### src/rtl/sync_sched.sv
// Round-robin scheduler that serialises N requester words onto one shared bus
// toward a clock-crossing synchronizer, spacing strobes by a guard interval.
module sync_sched #(
  parameter int W     = 32,
  parameter int N     = 4,
  parameter int GUARD = 5
) (
  input  logic                   clk,
  input  logic                   rst_n,
  input  logic [N-1:0]           req,
  input  logic [N*W-1:0]         data,
  output logic [N-1:0]           ack,
  output logic [W-1:0]           bus_out,
  output logic                   bus_strobe,
  output logic                   busy,
  output logic [$clog2(N)-1:0]   last_id
);

  localparam int IDW   = $clog2(N);
  localparam int CNT_W = 8;

  typedef enum logic [1:0] {
    IDLE   = 2'd0,
    LOAD   = 2'd1,
    STROBE = 2'd2,
    HOLD   = 2'd3
  } state_e;

  state_e             state_q, state_d;
  logic [IDW-1:0]     ptr_q, ptr_d;
  logic [CNT_W-1:0]   cnt_q, cnt_d;
  logic [N-1:0]       ack_q, ack_d;
  logic [W-1:0]       bus_q, bus_d;
  logic               strobe_q, strobe_d;
  logic [IDW-1:0]     last_q, last_d;

  // Arbitration: search from ptr upward, wrapping at N-1 (N need not be a power of 2).
  logic               found;
  logic [IDW-1:0]     win_id;
  logic [IDW-1:0]     idx;
  logic [N-1:0]       win_onehot;
  logic [W-1:0]       win_data;
  logic [IDW-1:0]     win_next;

  // NOTE: every combinational output gets a default before any branch, so no latch is inferred.
  always_comb begin
    found  = 1'b0;
    win_id = '0;
    idx    = ptr_q;
    for (int k = 0; k < N; k++) begin
      if (!found && req[idx]) begin
        found  = 1'b1;
        win_id = idx;
      end
      idx = (idx == IDW'(N - 1)) ? '0 : idx + 1'b1;
    end

    win_onehot = '0;
    win_data   = '0;
    for (int i = 0; i < N; i++) begin
      if (win_id == IDW'(i)) begin
        win_onehot[i] = 1'b1;
        win_data      = data[i*W +: W];
      end
    end
    win_next = (win_id == IDW'(N - 1)) ? '0 : win_id + 1'b1;
  end

  always_comb begin
    state_d  = state_q;
    ptr_d    = ptr_q;
    cnt_d    = cnt_q;
    ack_d    = ack_q;
    bus_d    = bus_q;
    strobe_d = strobe_q;
    last_d   = last_q;

    case (state_q)
      IDLE: begin
        if (found) begin
          ack_d   = win_onehot;
          bus_d   = win_data;
          last_d  = win_id;
          ptr_d   = win_next;
          state_d = LOAD;
        end
      end
      LOAD: begin
        ack_d    = '0;
        strobe_d = 1'b1;
        state_d  = STROBE;
      end
      STROBE: begin
        strobe_d = 1'b0;
        cnt_d    = CNT_W'(GUARD - 1);
        state_d  = HOLD;
      end
      HOLD: begin
        if (cnt_q == '0) begin
          state_d = IDLE;
        end else begin
          cnt_d = cnt_q - 1'b1;
        end
      end
      default: begin
        // Corrupted state register: recover to IDLE with both pulses quiet.
        state_d  = IDLE;
        ack_d    = '0;
        strobe_d = 1'b0;
      end
    endcase
  end

  // NOTE: state registers use non-blocking assignments so every flop samples pre-edge values.
  always_ff @(posedge clk or negedge rst_n) begin
    if (!rst_n) begin
      state_q  <= IDLE;
      ptr_q    <= '0;
      cnt_q    <= '0;
      ack_q    <= '0;
      bus_q    <= '0;
      strobe_q <= 1'b0;
      last_q   <= '0;
    end else begin
      state_q  <= state_d;
      ptr_q    <= ptr_d;
      cnt_q    <= cnt_d;
      ack_q    <= ack_d;
      bus_q    <= bus_d;
      strobe_q <= strobe_d;
      last_q   <= last_d;
    end
  end

  assign ack        = ack_q;
  assign bus_out    = bus_q;
  assign bus_strobe = strobe_q;
  assign last_id    = last_q;
  assign busy       = (state_q != IDLE);

endmodule

### config.mk
export PLATFORM = sky130hd
export DESIGN_NAME = sync_sched
export DESIGN_NICKNAME = d
export VERILOG_FILES = /design/src/rtl/sync_sched.sv
export SDC_FILE = /design/constraint.sdc
export NUM_CORES = 1
export LEC_CHECK = 0
export CAP_MARGIN = 30
export CORE_MARGIN = 2
export CORE_UTILIZATION = 39
export DETAILED_ROUTE_END_ITERATION = 8
export PLACE_DENSITY = 0.88
export SKIP_CTS_REPAIR_TIMING = 1
export SLEW_MARGIN = 10
export SYNTH_ARGS = -nofsm -noshare
export SYNTH_HDL_FRONTEND = slang
export SYNTH_SLANG_ARGS = --single-unit
### constraint.sdc
create_clock -name clk -period 3.5 [get_ports clk]
set_input_delay 0.35 -clock clk [delete_from_list [all_inputs] [get_ports clk]]
set_output_delay 0.35 -clock clk [all_outputs]
set_load 0.01 [all_outputs]
---- After elaboration in Yosys (flattened, before gate mapping) ----
Cells that the tools add are included.
word-level totals
  flip-flop bits (word level) ............. 51
  bits of input ports ..................... 134
  output and inout bits ................... 40
  word-level logic and storage cells ...... 81
operators by class
  $add $sub $neg .......................... 5
  $lt $le $gt $ge ......................... 4
  equal/unequal tests ..................... 12
  multiplexer cells ....................... 36
  reductions and logical operators ........ 17
operators with widths
  kind                   count
  $mux W32               4
  $mux W2                10
  $pmux W8 S2            1
  $eq A2 B2 Y1 const B   7
  $lt A2 B3 Y1 const B   4
  $mux W1                12
  $add A2 B1 Y2 const B  4
  $bmux W1 S2            4
  $logic_not A8 Y1       1
  $mux W8                1
  $pmux W2 S4            1
  $pmux W4 S2            1
  $reduce_and A2 Y1      4
  $reduce_bool A2 Y1     4
  $sub A8 B1 Y8 const B  1
  $ne A2 B2 Y1 const B   3
  $eq A2 B1 Y1 const B   2
  $logic_not A2 Y1       2
  $mux W4                1
  $logic_and A1 B1 Y1    3
  $logic_not A1 Y1       3
  $pmux W1 S2            1

---- Longest topological paths before layout ----
Gate-level depths: netlist of run 1.
  depth after elaboration ................. 17
  mapped depth ............................ 16
  depth with buffers taken out ............ 12

---- Worst setup path before layout of run 1 ----
OpenSTA, ideal clock, no wires.
  kind .................................... register to register
  start ................................... register ptr_q[0]
  end ..................................... register bus_q[10] (netlist: bus_out[10])
  setup time .............................. 125 ps
  arrival ................................. 3,135 ps
  data required time ...................... 3,375 ps
  slack ................................... 239 ps
  stages on the path, launching flop included .. 15
  buffers on the path ..................... 3
  clock period less this slack ............ 3,261 ps
  cell sequence ........................... dfrtp_1 > ha_1 > xnor2_1 > a31o_2 > a21o_1 > clkbuf_1 > and2_1 > a32oi_1 > ha_1 > clkbuf_1 > clkbuf_1 > a21oi_1 > a21oi_1 > o21ai_0 > mux2_4
between the ends
  longest elaborated chain between the ends .. 17
  elaborated cells on any way between the ends .. 40
  classes of those cells .................. add/sub: 3; eq/ne: 6; mux: 23; reduce/logical: 8
RTL lines
  element                                                                 RTL line  text
  start, declared                                                         30        logic [IDW-1:0] ptr_q, ptr_d;
  start signal, assigned                                                  126       ptr_q <= ptr_d;
  parallel branches: the longest is 11 deep, another holds $add A2 B1 Y2  -
  $mux W2 (*)                                                             51        if (!found && req[idx]) begin
  via win_id[1]                                                           39        logic [IDW-1:0] win_id;
  $logic_not A2 Y1                                                        61        if (win_id == IDW'(i)) begin
  $mux W32 (3 in a row)                                                   61
  $mux W32 (*)                                                            61
  end signal, assigned                                                    129       bus_q <= bus_d;
  end, declared                                                           33        logic [W-1:0] bus_q, bus_d;
Mark *: on every way through the listed nets, which the timed path passes. The select of a mux whose other input is x is not followed.
A chain may end at the register's enable or synchronous reset.

---- Worst setup path in the final report of run 1 ----
  start ................................... register ptr_q[0]
  end ..................................... register bus_q[4] (netlist: bus_out[4])
between the ends
  longest elaborated chain between the ends .. 17
  elaborated cells on any way between the ends .. 40
  classes of those cells .................. add/sub: 3; eq/ne: 6; mux: 23; reduce/logical: 8
RTL lines
  element
  parallel branches: the longest is 17 deep, another holds $add A2 B1 Y2
Parallel ways; which one is timed is not known. The select of a mux whose other input is x is not followed.

==> results of run 1 <==
==> synthesized netlist by cell type (3+ instances only) <==
cell type,instances
nor2_1,13
buf_12,3
inv_1,12
nand3_1,6
a21oi_1,66
ha_1,12
mux2_2,8
clkbuf_1,28
nand4_1,5
o311ai_0,5
nand3b_1,32
nand2_1,77
dfrtp_1,51
mux2i_1,5
mux2_4,29
o21ai_0,37
==> critical path, delay by kind of cell (launching register included) <==
| kind | cells | cell delay, ns |
|---|---|---|
| buf+inv | 2 | 0.39 |
| compound gates | 4 | 0.51 |
| fa+ha+maj | 2 | 0.68 |
| flops | 1 | 0.41 |
| simple gates | 2 | 0.33 |
| mux | 3 | 0.81 |
==> registers in the layout (all words and copies together), names as in the netlist <==
name and count:
state_q 2, cnt_q 8, last_id 2, bus_strobe 1, ptr_q 2, ack 4
bus_out 32
==> report_power, final <==
part	switching (mW)	total (mW)	internal (mW)	leakage [nW]
registers	0.174	1.05	0.876	0.641
clock network	0.197	0.360	0.163	0.0484
logic	2.59	5.13	2.54	1.64
total	2.96	6.54	3.58	2.33
==> cells in the final DEF, fill, tap and decap left out, types with 4 or more instances in the layout <==
| cell type | instances |
|---|---|
| o21ai_0 | 37 |
| mux2_2 | 8 |
| nor2_1 | 13 |
| mux2_4 | 29 |
| ha_2 | 4 |
| ha_1 | 8 |
| dfrtp_1 | 51 |
| nand4_1 | 5 |
| nand3b_1 | 32 |
| buf_12 | 4 |
| inv_1 | 12 |
| buf_4 | 9 |
| mux2i_1 | 4 |
| clkbuf_8 | 6 |
| nand2_1 | 77 |
| clkdlybuf4s50_1 | 172 |
| a21oi_1 | 66 |
| o311ai_0 | 5 |
| nand3_1 | 6 |
==> layer usage <==
layer / up-vias / track usage [%]
met4: 0 / 4.858
met2: 163 / 35.73
li1: 1899 / -
met5: - / 0
met1: 1820 / 25.66
met3: 14 / 4.637
==> metrics by stage <==
step,cells,instance area [um^2]
3_3_place_gp,727,5708
3_5_place_dp,727,5708
5_1_grt,735,5809
6_report,735,5809
2_1_floorplan,444,3860
4_1_cts,735,5803
==> cell families after synthesis <==
family          Yosys count
simple gates            152
xor+xnor                  4
fa+ha+maj                12
mux                      44
compound gates          133
buf+inv                  48
flops                    51
==> area by class of cell <==
type	instances	area, um^2	share of cell area, %
well taps	133	166.4	2.865
multi-input cells	345	2352	40.49
clock buffers	7	86.33	1.486
clock inverters	1	8.758	0.1508
repair buffers	186	1874	32.26
inverters	12	45.04	0.7754
flip-flops and latches	51	1276	21.97
==> how the worst min path moves through the flow <==
stage / endpoint / slack (ns) / depth (start not counted)
after global routing: bus_out[28]$_DFFE_PN0P_ / 0.04 / 1
after CTS: last_id[0]$_DFFE_PN0P_ / 0.01 / 1
final: ptr_q[0]$_DFFE_PN0P_ / 0.008 / 1
after global placement: bus_strobe$_DFFE_PN0P_ / 0.34 / 1
after detailed placement: bus_strobe$_DFFE_PN0P_ / 0.35 / 1
after floorplan: ack[0]$_DFFE_PN0P_ / 0.05 / 0
==> impl_metrics.toml, run 1 <==
[run_status]
status = "completed"

[routing]
viasPerCell = 5.301
post-route-drc-count = 0
wl_met2_um = 5823
dr_wl_met3_um = 726
highest_layer = "met4"
drt-pass1-iter-count = 5
ant_nets = 0
met1_length_um = 4651
routedWlPerCell_um = 15.43
drt_iter0_markers = 217
drt-total-wl_um = 11340
vias = 3896

[sta]
maxSlewViolCount = 0
finalSetupTns_ns = 0
fmax_mhz = 304.3
final.min_clock_period_ns = 3.286
hold_slack_ns = 0.007602
fin_skew_ns = 0.01329
worstMarginPinSlew_ns = 0.5853
maxSlewHeadroom_pct = 60.64
finalHoldViolations = 0
worst_slack_ns = 0.2139
min_period_over_period_pct = 93.89
grt_setup_unrepaired = "false"
setup_viol = 0

[placement]
post-place-ws_ns = 0.1345
place_congestion = 0.9240
io_buffers = 173
place_hpwl_um = 8703

[die]
core_mm2 = 0.009684
row_count = 36
initial_core_util_pct = 39.86
fp.dieW_um = 103.5
die_height_um = 103.5
die-area_mm2 = 0.01071
io_pins = 174

[worst_setup_path]
reg2regPathDepth = 13
crit_chain = "ha_2, mux2i_1, mux2_2, buf_4, and2_1, a32o_1, ha_2, buf_12, nand3b_1, a21oi_1, a21oi_1, o21ai_0, mux2_4"
arrival_ns = 3.48
required_ns = 3.70
setup.worst_path.class = "flip-flop to flip-flop"
crit_fanout = 65
crit_slowest_cell = "ha_2"
cp-endpoint = "bus_out[4]$_DFFE_PN0P_"
critPathMaxStageDelay_ns = 0.48
timing.rr.start = "ptr_q[0]$_DFFE_PN0P_"
r2r_slack_ns = 0.21
startpoint = "ptr_q[0]$_DFFE_PN0P_"
r2r_end = "bus_out[4]$_DFFE_PN0P_"
crit_path_end_kind = "flip-flop"
start_kind = "flip-flop"

[cts]
cts_tree = "done"
clockBufferDepth = 2
clk_latency_ns = 0.30
cts_buffers = 5
cts-root-buf = "clkbuf_8"
clk_pin_slew_worst_paths_ns = 0.10
htreeDepth = 2
clock-sinks = 51

[logic_synthesis]
synth-seq-cells = 51
ys_types = 53
async_flop_share_pct = 100.0
synthFlopType = "dfrtp_1"
syn_area_mm2 = 0.003860
ys_warn_count = 0
synth-simple-area-share_pct = 19.90
synthAdderAreaFrac_pct = 3.890
synth_mux_area_share_pct = 16.08
synth_edf_count = 0
synth_top_area_share_pct = 33.06
syn-instance-count = 444
synth_xor_area_share_pct = 0.9076
yosys.area.top_type = "dfrtp_1"
ys_seq_area_share_pct = 33.06
syn_avg_cell_area_um2 = 8.694
yosys-top-cells-area = "dfrtp_1 (33%), mux2_4 (11%), a21oi_1 (8.6%)"
synth_nets = 590
synth_compound_area_share_pct = 19.81
synth_top_family_by_area = "simple AND/OR/NAND/NOR gates"

[global_route]
grt_max_degree = 66
grt_pass1_vias = 3711
grtUsageTotal_pct = 20.44
antenna_found_initial = 0
grt_overflow = 0
grt_pass1_wl_um = 17440

[cells_and_area]
area_growth_pct = 50.50
insertedDiodeCount = 0
drive_gt1_share_pct = 12.13
nets = 747
num-fill-cells = 809
fin_util_pct = 59.99

[power_and_ir_drop]
p_total_mw = 6.539
p_leak_nw = 2.326
peakVddDrop_v = 0.0007733
power.density_mw_per_mm2 = 1126

[hold_path]
min_path_type = "input pin to async pin"

[flow_run]
max_cap_violations = 0
(Power assumes the default switching activity.)
==> run 2: changes to the inputs <==
Settings changed: MAX_ROUTING_LAYER set to met4, SLEW_MARGIN 10 to unset.
==> impl_metrics.toml, run 2 (synthesized netlist as in run 1, its figures left out) <==
[power_and_ir_drop]
peakVddDrop_v = 0.0007490
power.density_mw_per_mm2 = 1141
p_leak_nw = 2.333
p_total_mw = 6.655

[die]
row_count = 36
die_height_um = 103.5
io_pins = 174
core_mm2 = 0.009684
die-area_mm2 = 0.01071
initial_core_util_pct = 39.86
fp.dieW_um = 103.5

[sta]
finalHoldViolations = 0
final.min_clock_period_ns = 3.250
grt_setup_unrepaired = "false"
setup_viol = 0
maxSlewHeadroom_pct = 58.85
worstMarginPinSlew_ns = 0.6120
fin_skew_ns = 0.006100
finalSetupTns_ns = 0
min_period_over_period_pct = 92.85
maxSlewViolCount = 0
fmax_mhz = 307.7

[worst_setup_path]
crit_fanout = 36
required_ns = 3.70
setup.worst_path.class = "flip-flop to flip-flop"
cpLargestDelayFamily = "compound AO/OA/AOI/OAI gates"
critPathMaxStageDelay_ns = 0.42
path_buf_inv = 2
arrival_ns = 3.45
crit_path_end_kind = "flip-flop"
crit_chain = "ha_4, o21ai_0, a31o_2, a21o_1, buf_4, nand3_1, a32o_1, ha_2, buf_4, nand3b_1, a21oi_1, a21oi_1, o21ai_0, mux2_4"
crit_slowest_cell = "dfrtp_1"
start_kind = "flip-flop"

[cells_and_area]
area_growth_pct = 51.12
mostFrequentLayoutCell = "clkdlybuf4s50_1"
seq_area_mm2 = 0.001276
insertedDiodeCount = 0
layout_common_cells = "clkdlybuf4s50_1 (172), nand2_1 (77), a21oi_1 (66), dfrtp_1 (51), o21ai_0 (37)"
fin_util_pct = 60.23
drive_gt1_share_pct = 12.48
num-fill-cells = 815
multi_input_area_mm2 = 0.002377
largest_reg_flops = 32
nets = 747

[cts]
clock-sinks = 51
cts-root-buf = "clkbuf_8"
cts_buffers = 5
clk_latency_ns = 0.31
clk_pin_slew_worst_paths_ns = 0.09
htreeDepth = 2
clockBufferDepth = 2
cts_tree = "done"

[flow_run]
max_cap_violations = 0

[global_route]
antenna_found_initial = 0
grt_pass1_vias = 3919
grtUsageTotal_pct = 22.00
grt_pass1_wl_um = 17930
grtUsageMet1_pct = 25.17
grt-busiest-layer = "met2"
grt_use_met2_pct = 38.91
gr-usage-met3_pct = 4.503
grt_overflow = 0
grt_max_degree = 39

[routing]
vias = 4006
viasPerCell = 5.458
ant_nets = 0
drt-total-wl_um = 11870
routedWlPerCell_um = 16.18
drt_iter0_markers = 188
drt-pass1-iter-count = 7
post-route-drc-count = 0

[placement]
place_congestion = 0.8736
io_buffers = 173
place_hpwl_um = 9236

[run_status]
status = "completed"

[hold_path]
min_path_type = "input pin to async pin"
[run 2: cell types whose count changed in the layout (fill, tap and decap cells not counted), sizes merged]
cell	delta
clkbuf	-2
bufinv	+1
clkinv	-1
clkinvlp	+1
[run 2: cell type report]
class                      count  share of cell area (%)
tap                          133                   2.853
inverter                      12                  0.7722
clock buffer                   5                   1.180
clock inverter                 2                  0.6435
sequential                    51                   21.88
timing repair buffer         186                   31.92
multi-input combinational    345                   40.76
[run 2: layer usage]
| layer | up-vias | wire length (um) |
|---|---|---|
| met5 | - | 0 |
| met2 | 170 | 6261 |
| met3 | 21 | 828 |
| met1 | 1922 | 4566 |
| li1 | 1893 | - |
| met4 | 0 | 218 |
[run 2: report_power, final]
group / total (mW) / switching (mW) / internal, mW
sequential: 1.06 / 0.185 / 0.877
combinational: 5.19 / 2.63 / 2.56
clock: 0.404 / 0.195 / 0.209
total: 6.66 / 3.01 / 3.64
[run 2: stage by stage]
stage | hold slack [ns] | setup slack [ns] | cell area, um^2 | instances
after global routing | 0.02107 | 0.1414 | 5833 | 734
after detailed placement | 0.3575 | 0.08682 | 5695 | 727
final | 0.003282 | 0.2504 | 5833 | 734
after global placement | 0.3370 | 0.2141 | 5695 | 727
after CTS | 0.01975 | 0.09440 | 5802 | 734
after floorplan | 0.05441 | 0.2395 | 3860 | 444
[run 2: path summary, 6_finish.rpt]
path / depth (start not counted) / slack (ns) / from / end
setup / recovery: 14 / 0.25 / ptr_q[0]$_DFFE_PN0P_ / bus_out[17]$_DFFE_PN0P_
hold / removal: 1 / 0.003 / rst_n / bus_strobe$_DFFE_PN0P_
setup reg to reg: 14 / 0.25 / ptr_q[0]$_DFFE_PN0P_ / bus_out[17]$_DFFE_PN0P_
hold reg to reg: 1 / 0.50 / cnt_q[6]$_DFFE_PN0P_ / cnt_q[6]$_DFFE_PN0P_
max in group asynchronous: 2 / 2.73 / rst_n / bus_out[2]$_DFFE_PN0P_
min in group clk: 1 / 0.50 / cnt_q[6]$_DFFE_PN0P_ / cnt_q[6]$_DFFE_PN0P_
==> run 3: changes to the inputs <==
Settings changed: ABC_CLOCK_PERIOD_IN_PS set to 3500.
==> results of run 3 <==
Final layout, timing and power as in run 2 (identical DEF).
